===== config.mk =====
export PLATFORM = sky130hd
export DESIGN_NAME = ps2_receiver
export DESIGN_NICKNAME = d
export VERILOG_FILES = /design/src/rtl/ps2_receiver.sv
export SDC_FILE = /design/constraint.sdc
export NUM_CORES = 1
export LEC_CHECK = 0
export ABC_CLOCK_PERIOD_IN_PS = 3190
export BUFFER_PORTS_ARGS = -buffer_cell sky130_fd_sc_hd__buf_2
export CORE_MARGIN = 1
export CORE_UTILIZATION = 32
export CTS_CLUSTER_DIAMETER = 50
export DETAILED_ROUTE_END_ITERATION = 8
export GPL_TIMING_DRIVEN = 0
export PLACE_DENSITY = 0.48
export SLEW_MARGIN = 20
export SYNTH_ARGS = -nofsm -noshare
export SYNTH_HDL_FRONTEND = slang
export SYNTH_SLANG_ARGS = --single-unit

===== constraint.sdc =====
create_clock -name clk -period 3.19 [get_ports clk]
set_clock_uncertainty 0.2 [all_clocks]
set_input_delay 0.4785 -clock clk [delete_from_list [all_inputs] [get_ports clk]]
set_output_delay 0.4785 -clock clk [all_outputs]
set_load 0.05 [all_outputs]

===== src/rtl/ps2_receiver.sv =====
// ps2_receiver -- PS/2 device-to-host frame receiver.
//
// Brings the raw PS2Clk/PS2Data pins into the clk domain through 2-FF
// synchronisers, then deglitches the clock. It deserialises 11-bit frames
// (start, 8 data bits LSB first, parity, stop) on falling edges of the
// filtered clock. Each good frame produces one byte with a one-cycle strobe.
//
// Optional feature: define PS2_PARITY_CHECK_EN to enforce odd parity.
// Without it, the parity bit is sampled and ignored, and only the stop bit
// is checked.
//
// Ports:
//   clk       in   system clock, rising edge
//   rst       in   asynchronous active-high reset
//   ps2_clk   in   raw PS2Clk pin (async)
//   ps2_data  in   raw PS2Data pin (async)
//   rx_data   out  [7:0] last good byte, held until the next good frame
//   rx_valid  out  one-cycle pulse, rx_data updated
//   rx_err    out  one-cycle pulse, frame rejected (stop/parity/timeout)
//   busy      out  high while a frame is in progress
module ps2_receiver #(
  parameter int FILTER_LEN     = 8,
  parameter int TIMEOUT_CYCLES = 100000
) (
  input  logic       clk,
  input  logic       rst,
  input  logic       ps2_clk,
  input  logic       ps2_data,
  output logic [7:0] rx_data,
  output logic       rx_valid,
  output logic       rx_err,
  output logic       busy
);

  localparam int FW = $clog2(FILTER_LEN + 1);
  localparam int TW = $clog2(TIMEOUT_CYCLES + 1);
  localparam logic [FW-1:0] FLT_LAST = FW'(FILTER_LEN - 1);
  localparam logic [TW-1:0] TO_MAX   = TW'(TIMEOUT_CYCLES);

  typedef enum logic [1:0] {IDLE, DATA, PARITY, STOP} state_t;

  // Synchronisers idle high, matching the bus idle level.
  logic clk_meta_q, clk_sync_q, dat_meta_q, dat_sync_q;

  always_ff @(posedge clk or posedge rst) begin
    if (rst) begin
      clk_meta_q <= 1'b1;
      clk_sync_q <= 1'b1;
      dat_meta_q <= 1'b1;
      dat_sync_q <= 1'b1;
    end else begin
      clk_meta_q <= ps2_clk;
      clk_sync_q <= clk_meta_q;
      dat_meta_q <= ps2_data;
      dat_sync_q <= dat_meta_q;
    end
  end

  // Clock deglitch: the filtered level flips on the FILTER_LEN-th
  // consecutive differing sample. Any agreeing sample restarts the run.
  logic          filt_clk_q;
  logic [FW-1:0] flt_cnt_q;
  logic          flip, sample_ev;

  always_comb begin
    flip      = (clk_sync_q != filt_clk_q) && (flt_cnt_q == FLT_LAST);
    sample_ev = flip && filt_clk_q;   // 1 -> 0 transition
  end

  always_ff @(posedge clk or posedge rst) begin
    if (rst) begin
      filt_clk_q <= 1'b1;
      flt_cnt_q  <= '0;
    end else if (clk_sync_q == filt_clk_q) begin
      flt_cnt_q <= '0;
    end else if (flip) begin
      filt_clk_q <= clk_sync_q;
      flt_cnt_q  <= '0;
    end else begin
      flt_cnt_q <= flt_cnt_q + 1'b1;
    end
  end

  state_t        state_q;
  logic [2:0]    bit_cnt_q;
  logic [7:0]    shift_q;
  logic [TW-1:0] to_cnt_q;
  logic [7:0]    rx_data_q;
  logic          rx_valid_q, rx_err_q, busy_q;
  logic          par_ok;

`ifdef PS2_PARITY_CHECK_EN
  logic par_q;
  always_comb par_ok = ^{shift_q, par_q};   // odd parity over data + parity
`else
  always_comb par_ok = 1'b1;
`endif

  always_ff @(posedge clk or posedge rst) begin
    if (rst) begin
      state_q    <= IDLE;
      bit_cnt_q  <= '0;
      shift_q    <= '0;
      to_cnt_q   <= '0;
      rx_data_q  <= '0;
      rx_valid_q <= 1'b0;
      rx_err_q   <= 1'b0;
      busy_q     <= 1'b0;
`ifdef PS2_PARITY_CHECK_EN
      par_q      <= 1'b0;
`endif
    end else begin
      rx_valid_q <= 1'b0;
      rx_err_q   <= 1'b0;
      // The counter saturates at TO_MAX and is serviced here first, so it
      // never wraps. A sampling event in the same cycle is dropped.
      if (state_q != IDLE && to_cnt_q == TO_MAX) begin
        state_q   <= IDLE;
        busy_q    <= 1'b0;
        rx_err_q  <= 1'b1;
        to_cnt_q  <= '0;
        bit_cnt_q <= '0;
        shift_q   <= '0;
      end else begin
        if (state_q == IDLE) to_cnt_q <= '0;
        else                 to_cnt_q <= sample_ev ? '0 : to_cnt_q + 1'b1;
        case (state_q)
          IDLE: if (sample_ev && !dat_sync_q) begin
            state_q   <= DATA;
            bit_cnt_q <= '0;
            busy_q    <= 1'b1;
          end
          DATA: if (sample_ev) begin
            shift_q <= {dat_sync_q, shift_q[7:1]};
            if (bit_cnt_q == 3'd7) state_q <= PARITY;
            else                   bit_cnt_q <= bit_cnt_q + 1'b1;
          end
          PARITY: if (sample_ev) begin
`ifdef PS2_PARITY_CHECK_EN
            par_q <= dat_sync_q;
`endif
            state_q <= STOP;
          end
          STOP: if (sample_ev) begin
            if (dat_sync_q && par_ok) begin
              rx_data_q  <= shift_q;
              rx_valid_q <= 1'b1;
            end else begin
              rx_err_q <= 1'b1;
            end
            state_q   <= IDLE;
            busy_q    <= 1'b0;
            bit_cnt_q <= '0;
          end
          default: begin
            state_q <= IDLE;
            busy_q  <= 1'b0;
          end
        endcase
      end
    end
  end

  assign rx_data  = rx_data_q;
  assign rx_valid = rx_valid_q;
  assign rx_err   = rx_err_q;
  assign busy     = busy_q;

endmodule


---- After elaboration in Yosys (flattened, before gate mapping) ----
Cells that the tools add are included.
storage, ports and cells
  register bits after elaboration ......... 50
  input port bits ......................... 4
  output and inout bits ................... 11
  word-level logic and storage cells ...... 83
cells by class
  add/subtract/negate cells ............... 3
  equality and inequality tests ........... 14
  muxes and demuxes ....................... 33
  bitwise operators ....................... 2
  reduce and logical (&&, ||, !) cells .... 17
operators by type and width
  cell                                                                   count
  17-bit two-way mux                                                     3
  8-bit two-way mux                                                      3
  17-bit by 1-bit adder with 17-bit output, second input constant        1
  17-bit equality test, second input constant                            1
  3-bit two-way mux                                                      5
  3-bit != test, second input constant                                   5
  2-bit two-way mux                                                      6
  1-bit two-way mux                                                      11
  5-bit AND reduction                                                    2
  3-bit one-hot mux with 3 select lines                                  1
  4-bit two-way mux                                                      2
  2-bit one-hot mux with 4 select lines                                  1
  2-bit nonzero test                                                     3
  4-bit by 1-bit adder with 4-bit output, second input constant          1
  2-bit equality test, second input constant                             2
  4-bit by 3-bit equality test with 1-bit output, second input constant  1
  1-bit logical AND                                                      4
  2-bit AND reduction                                                    2
  4-bit AND reduction                                                    1
  4-bit nonzero test                                                     1
  3-bit by 1-bit adder with 3-bit output, second input constant          1
  3-bit equality test, second input constant                             1
  3-bit by 2-bit != test with 1-bit output, second input constant        1
  3-bit AND reduction                                                    1
  other kinds (8)                                                        9

---- Logic depth before layout (Yosys ltp) ----
  depth after elaboration ................. 7
  gate-level depth with buffers ........... 9

---- Worst setup path after synthesis ----
No wires, ideal clock.
  kind .................................... flip-flop to flip-flop
  from .................................... reg flt_cnt_q[0]
  to ...................................... reg rx_data_q[0] (netlist: rx_data[0])
  setup time .............................. 0.125 ns
  arrival ................................. 1.757 ns
  setup slack ............................. 1.108 ns
  stages on the path, launching flop included .. 8
  period minus slack after synthesis ...... 2.082 ns
  path through ............................ dfrtp_1 -> ha_1 -> and3b_1 -> buf_2 -> nand2_1 -> or3_1 -> buf_6 -> mux2_4
on the way
  word-level cells in the longest chain between the ends .. 4
ends and longest elaborated chain
  element                                         line  RTL
  start: declaration                              62    logic [FW-1:0] flt_cnt_q;
  start signal: assignment                        80    flt_cnt_q <= flt_cnt_q + 1'b1;
  4-bit by 3-bit equality test with 1-bit output  66    flip = (clk_sync_q != filt_clk_q) && (flt_cnt_q == FLT_LAST);
  1-bit logical AND                               66
  1-bit logical AND                               67    sample_ev = flip && filt_clk_q;
  4-bit AND reduction (no line)                   -
  end signal: assignment                          146   rx_data_q <= shift_q;
  end: declaration                                88    logic [7:0] rx_data_q;
No other way between the ends.
A chain may end at the register's enable or synchronous reset.

---- Worst setup path after layout ----
  from .................................... reg flt_cnt_q[0]
  to ...................................... reg bit_cnt_q[0]
on the way
  word-level cells in the longest chain between the ends .. 6
  elaborated cells between the ends (all ways) .. 8
  classes of those cells .................. eq/ne (4); reduce/logical (4)
ends and longest elaborated chain
  element                                             line  RTL
  4-bit by 3-bit equality test with 1-bit output (*)  66
  1-bit logical AND (*)                               66
  1-bit logical AND (*)                               67
  1-bit logical AND                                   128   IDLE: if (sample_ev && !dat_sync_q) begin
  3-bit by 2-bit != test with 1-bit output (no line)  -
  5-bit AND reduction (no line) (*)                   -
  end signal: assignment                              136   else bit_cnt_q <= bit_cnt_q + 1'b1;
  end: declaration                                    85    logic [2:0] bit_cnt_q;
Mark *: on every way between the ends. The rest lies on a longest branch, timed or not.

==> flow_summary.json <==
{
  "ant_nets": 0,
  "clockPowerShare_pct": 25.2,
  "synthArstFlopShare_pct": 100,
  "p_sw_share_pct": 32.7,
  "pwr-share-seq_pct": 51.3,
  "grt_pass1_vias": 1539,
  "rsz0062_at_grt": "false",
  "hp-class": "primary input to asynchronous set/reset pin",
  "cts.sinks": 50,
  "viasPerCell": 4.50,
  "grtUsageTotal_pct": 12.4,
  "port_buffers": 14,
  "fmax_mhz": 439,
  "setup_viol": 0,
  "crit_path_frequent_cell": "o21ai_1",
  "overflow": 0,
  "clockBufferDepth": 2,
  "ys_warn_count": 0,
  "syn_to_final_growth_pct": 12.7,
  "grt_pass1_wl_um": 7390,
  "cellPowerDensity_nw_per_um2": 551,
  "postCtsSetupRepairBufs": 0,
  "regArea_um2": 1260,
  "finalHoldViolCount": 0,
  "switchingPower_uw": 480,
  "syn_nets": 223,
  "drtIter0Drc": 71,
  "start_kind": "flip-flop",
  "cp_slowest_cell": "o21ai_1",
  "cts_max_level": 2,
  "arrival_ps": 2270,
  "nFillCells": 705,
  "place_ws_ps": 909,
  "path_cells": "ha_1 > and3b_1 > buf_2 > nand2_1 > o21ai_1 > o21ai_1 > mux2_2",
  "cp.required_ps": 3180,
  "avgSynthCellArea_um2": 11.2,
  "synth_edf_count": 0,
  "p_int_uw": 987,
  "vias": 1481,
  "cap_violations": 0,
  "coreArea_um2": 6940,
  "cts_tree": "done",
  "clkSlewWorstSetupHoldPaths_ps": 90,
  "cts_resized": 0,
  "p_leak_uw": 0.00128,
  "syn_inst": 210,
  "critPathBufInv": 1,
  "wirelength_um": 4200,
  "final_nets": 245,
  "synth_cell_type_count": 40,
  "worstPathMaxFanout": 7,
  "synth_ff_type": "dfrtp_1",
  "synth-seq-cells": 50,
  "final_core_util_pct": 38.3,
  "fp-row-count": 30,
  "syn_area_um2": 2360,
  "drcViolationCount": 0,
  "chipHeight_um": 87.9,
  "cts_hold_buf": 0,
  "grt_max_degree": 27,
  "dp_hpwl_um": 3030,
  "critical-path-top-delay-family": "compound AO/OA/AOI/OAI gates",
  "max_slew_margin_pct": 61.2,
  "die-area_um2": 7730,
  "detail_route.wl_per_cell_um": 12.8,
  "slowest_delay_ps": 390,
  "fin_crit_ps": 2280,
  "final.setup.tns_ps": 0,
  "io_pins": 15,
  "outcome": "finished clean",
  "endpoint_kind": "flip-flop",
  "drive_gt1_share_pct": 20.2,
  "fin_crit_sh_pct": 71.4,
  "initial_core_util_pct": 34.0,
  "insertedDiodeCount": 0,
  "slew_viol_final": 0,
  "drt_first_pass_iters": 4,
  "ys_seq_area_share_pct": 53.2,
  "die_x_um": 87.9,
  "antenna_found_initial": 0,
  "cts_root_buf": "clkbuf_8",
  "setup_slack_ps": 914,
  "pwr-share-comb_pct": 23.4,
  "cts_buffers": 5,
  "critPathKind": "flip-flop to flip-flop",
  "ir_worst_vdd_uv": 231,
  "multi_input_area_um2": 1030,
  "gp_congestion": 0.708,
  "tightest_slew_ps": 581,
  "clk_latency_ps": 300
}
power groups by stage:
stage / combinational (µW) / sequential (µW) / clock [µW]
floorplan: 272 / 752 / 0
global placement: 342 / 767 / 0
detailed placement: 347 / 766 / 0
CTS: 348 / 755 / 390
global route: 402 / 765 / 424
finish: 344 / 753 / 370
synthesized netlist by cell type (all sizes together) (2+ instances only):
cell type / count / area, µm²
o2bb2ai: 2 / 17.5
mux2i: 8 / 80.1
o21ai: 3 / 15.0
a22o: 2 / 17.5
mux2: 10 / 143
ha: 9 / 113
and4: 2 / 17.5
xnor2: 8 / 70.1
buf: 6 / 38.8
nor2: 36 / 138
nor2b: 3 / 18.8
and4b: 2 / 20.0
xor2: 9 / 78.8
nand4: 7 / 50.1
dfrtp: 45 / 1130
nor3: 6 / 30.0
a21oi: 4 / 20.0
and3: 3 / 18.8
nand3: 8 / 40.0
inv: 8 / 30.0
nor4bb: 3 / 30.0
nand2: 9 / 33.8
dfstp: 5 / 131
cell type report:
class / instances / area share, %
tap: 96 / 4.51
clock buffer: 5 / 2.58
sequential: 50 / 47.2
buffer: 7 / 1.60
timing repair buffer: 15 / 3.38
clock inverter: 3 / 0.799
inverter: 8 / 1.13
multi-input combinational: 145 / 38.8
metal layers:
| layer | wire length (µm) | GRT usage [%] | up-vias | part of all wire (%) |
|---|---|---|---|---|
| li1 | - | - | 765 | - |
| met1 | 2180 | 17.1 | 692 | 52 |
| met2 | 1830 | 19.2 | 18 | 44 |
| met3 | 140 | 3.02 | 6 | 3.3 |
| met4 | 51 | 3.87 | 0 | 1.2 |
| met5 | 0 | 0 | - | 0 |
metrics by stage:
step                total power [µW]  instances  hold slack (ps)  area (µm²)
floorplan                       1020        210              145        2360
global placement                1110        320              146        2550
detailed placement              1110        321              149        2570
CTS                             1490        329             51.2        2660
global route                    1590        329             44.8        2660
finish                          1470        329             22.4        2660
worst paths after layout:
path,startpoint,to,slack (ps),cells past startpoint
max,flt_cnt_q[0],bit_cnt_q[0],910,7
min,rst,bit_cnt_q[0],20,2
max reg2reg,flt_cnt_q[0],bit_cnt_q[0],910,7
min reg2reg,clk_meta_q,clk_sync_q,160,0
max in group asynchronous,rst,clk_meta_q,2160,3
min in group clk,ps2_clk,clk_meta_q,60,1
registers in the layout, summed over array words and instances, names as in the netlist, 2 cells and up:
register	cells
bit_cnt_q	3
to_cnt_q	17
flt_cnt_q	4
state_q	2
shift_q	8
rx_data	8
cells in the final DEF, fill, tap and decap left out, drive strengths merged:
cell type,Yosys,layout
dfrtp,45,45
nor2,36,36
buf,6,21
mux2,10,10
nand2,9,9
xor2,9,9
ha,9,9
nand3,8,8
xnor2,8,8
mux2i,8,8
inv,8,8
nand4,7,7
nor3,6,6
clkbuf,1,6
dfstp,5,5
a21oi,4,4
nor2b,3,3
o21ai,3,3
nor4bb,3,3
and3,3,3
and4b,2,2
o2bb2ai,2,2
and4,2,2
a22o,2,2
clkinv,0,2
and3b,1,1
nor4,1,1
a211oi,1,1
a31oi,1,1
nor4b,1,1
or3,1,1
or2,1,1
a21o,1,1
a22oi,1,1
o21a,1,1
nand4b,1,1
clkinvlp,0,1
logic make-up after synthesis:
family / Yosys count / share of synthesized area, %
xor gates and xnor gates: 17 / 6.30
muxes: 18 / 9.43
AOI/OAI and AO/OA: 16 / 4.50
buffers and inverters: 15 / 3.07
and+or+nand+nor: 85 / 18.7
DFF: 50 / 53.2
adders and majority gates: 9 / 4.77
No activity file was read; power rests on OpenSTA's default activity.
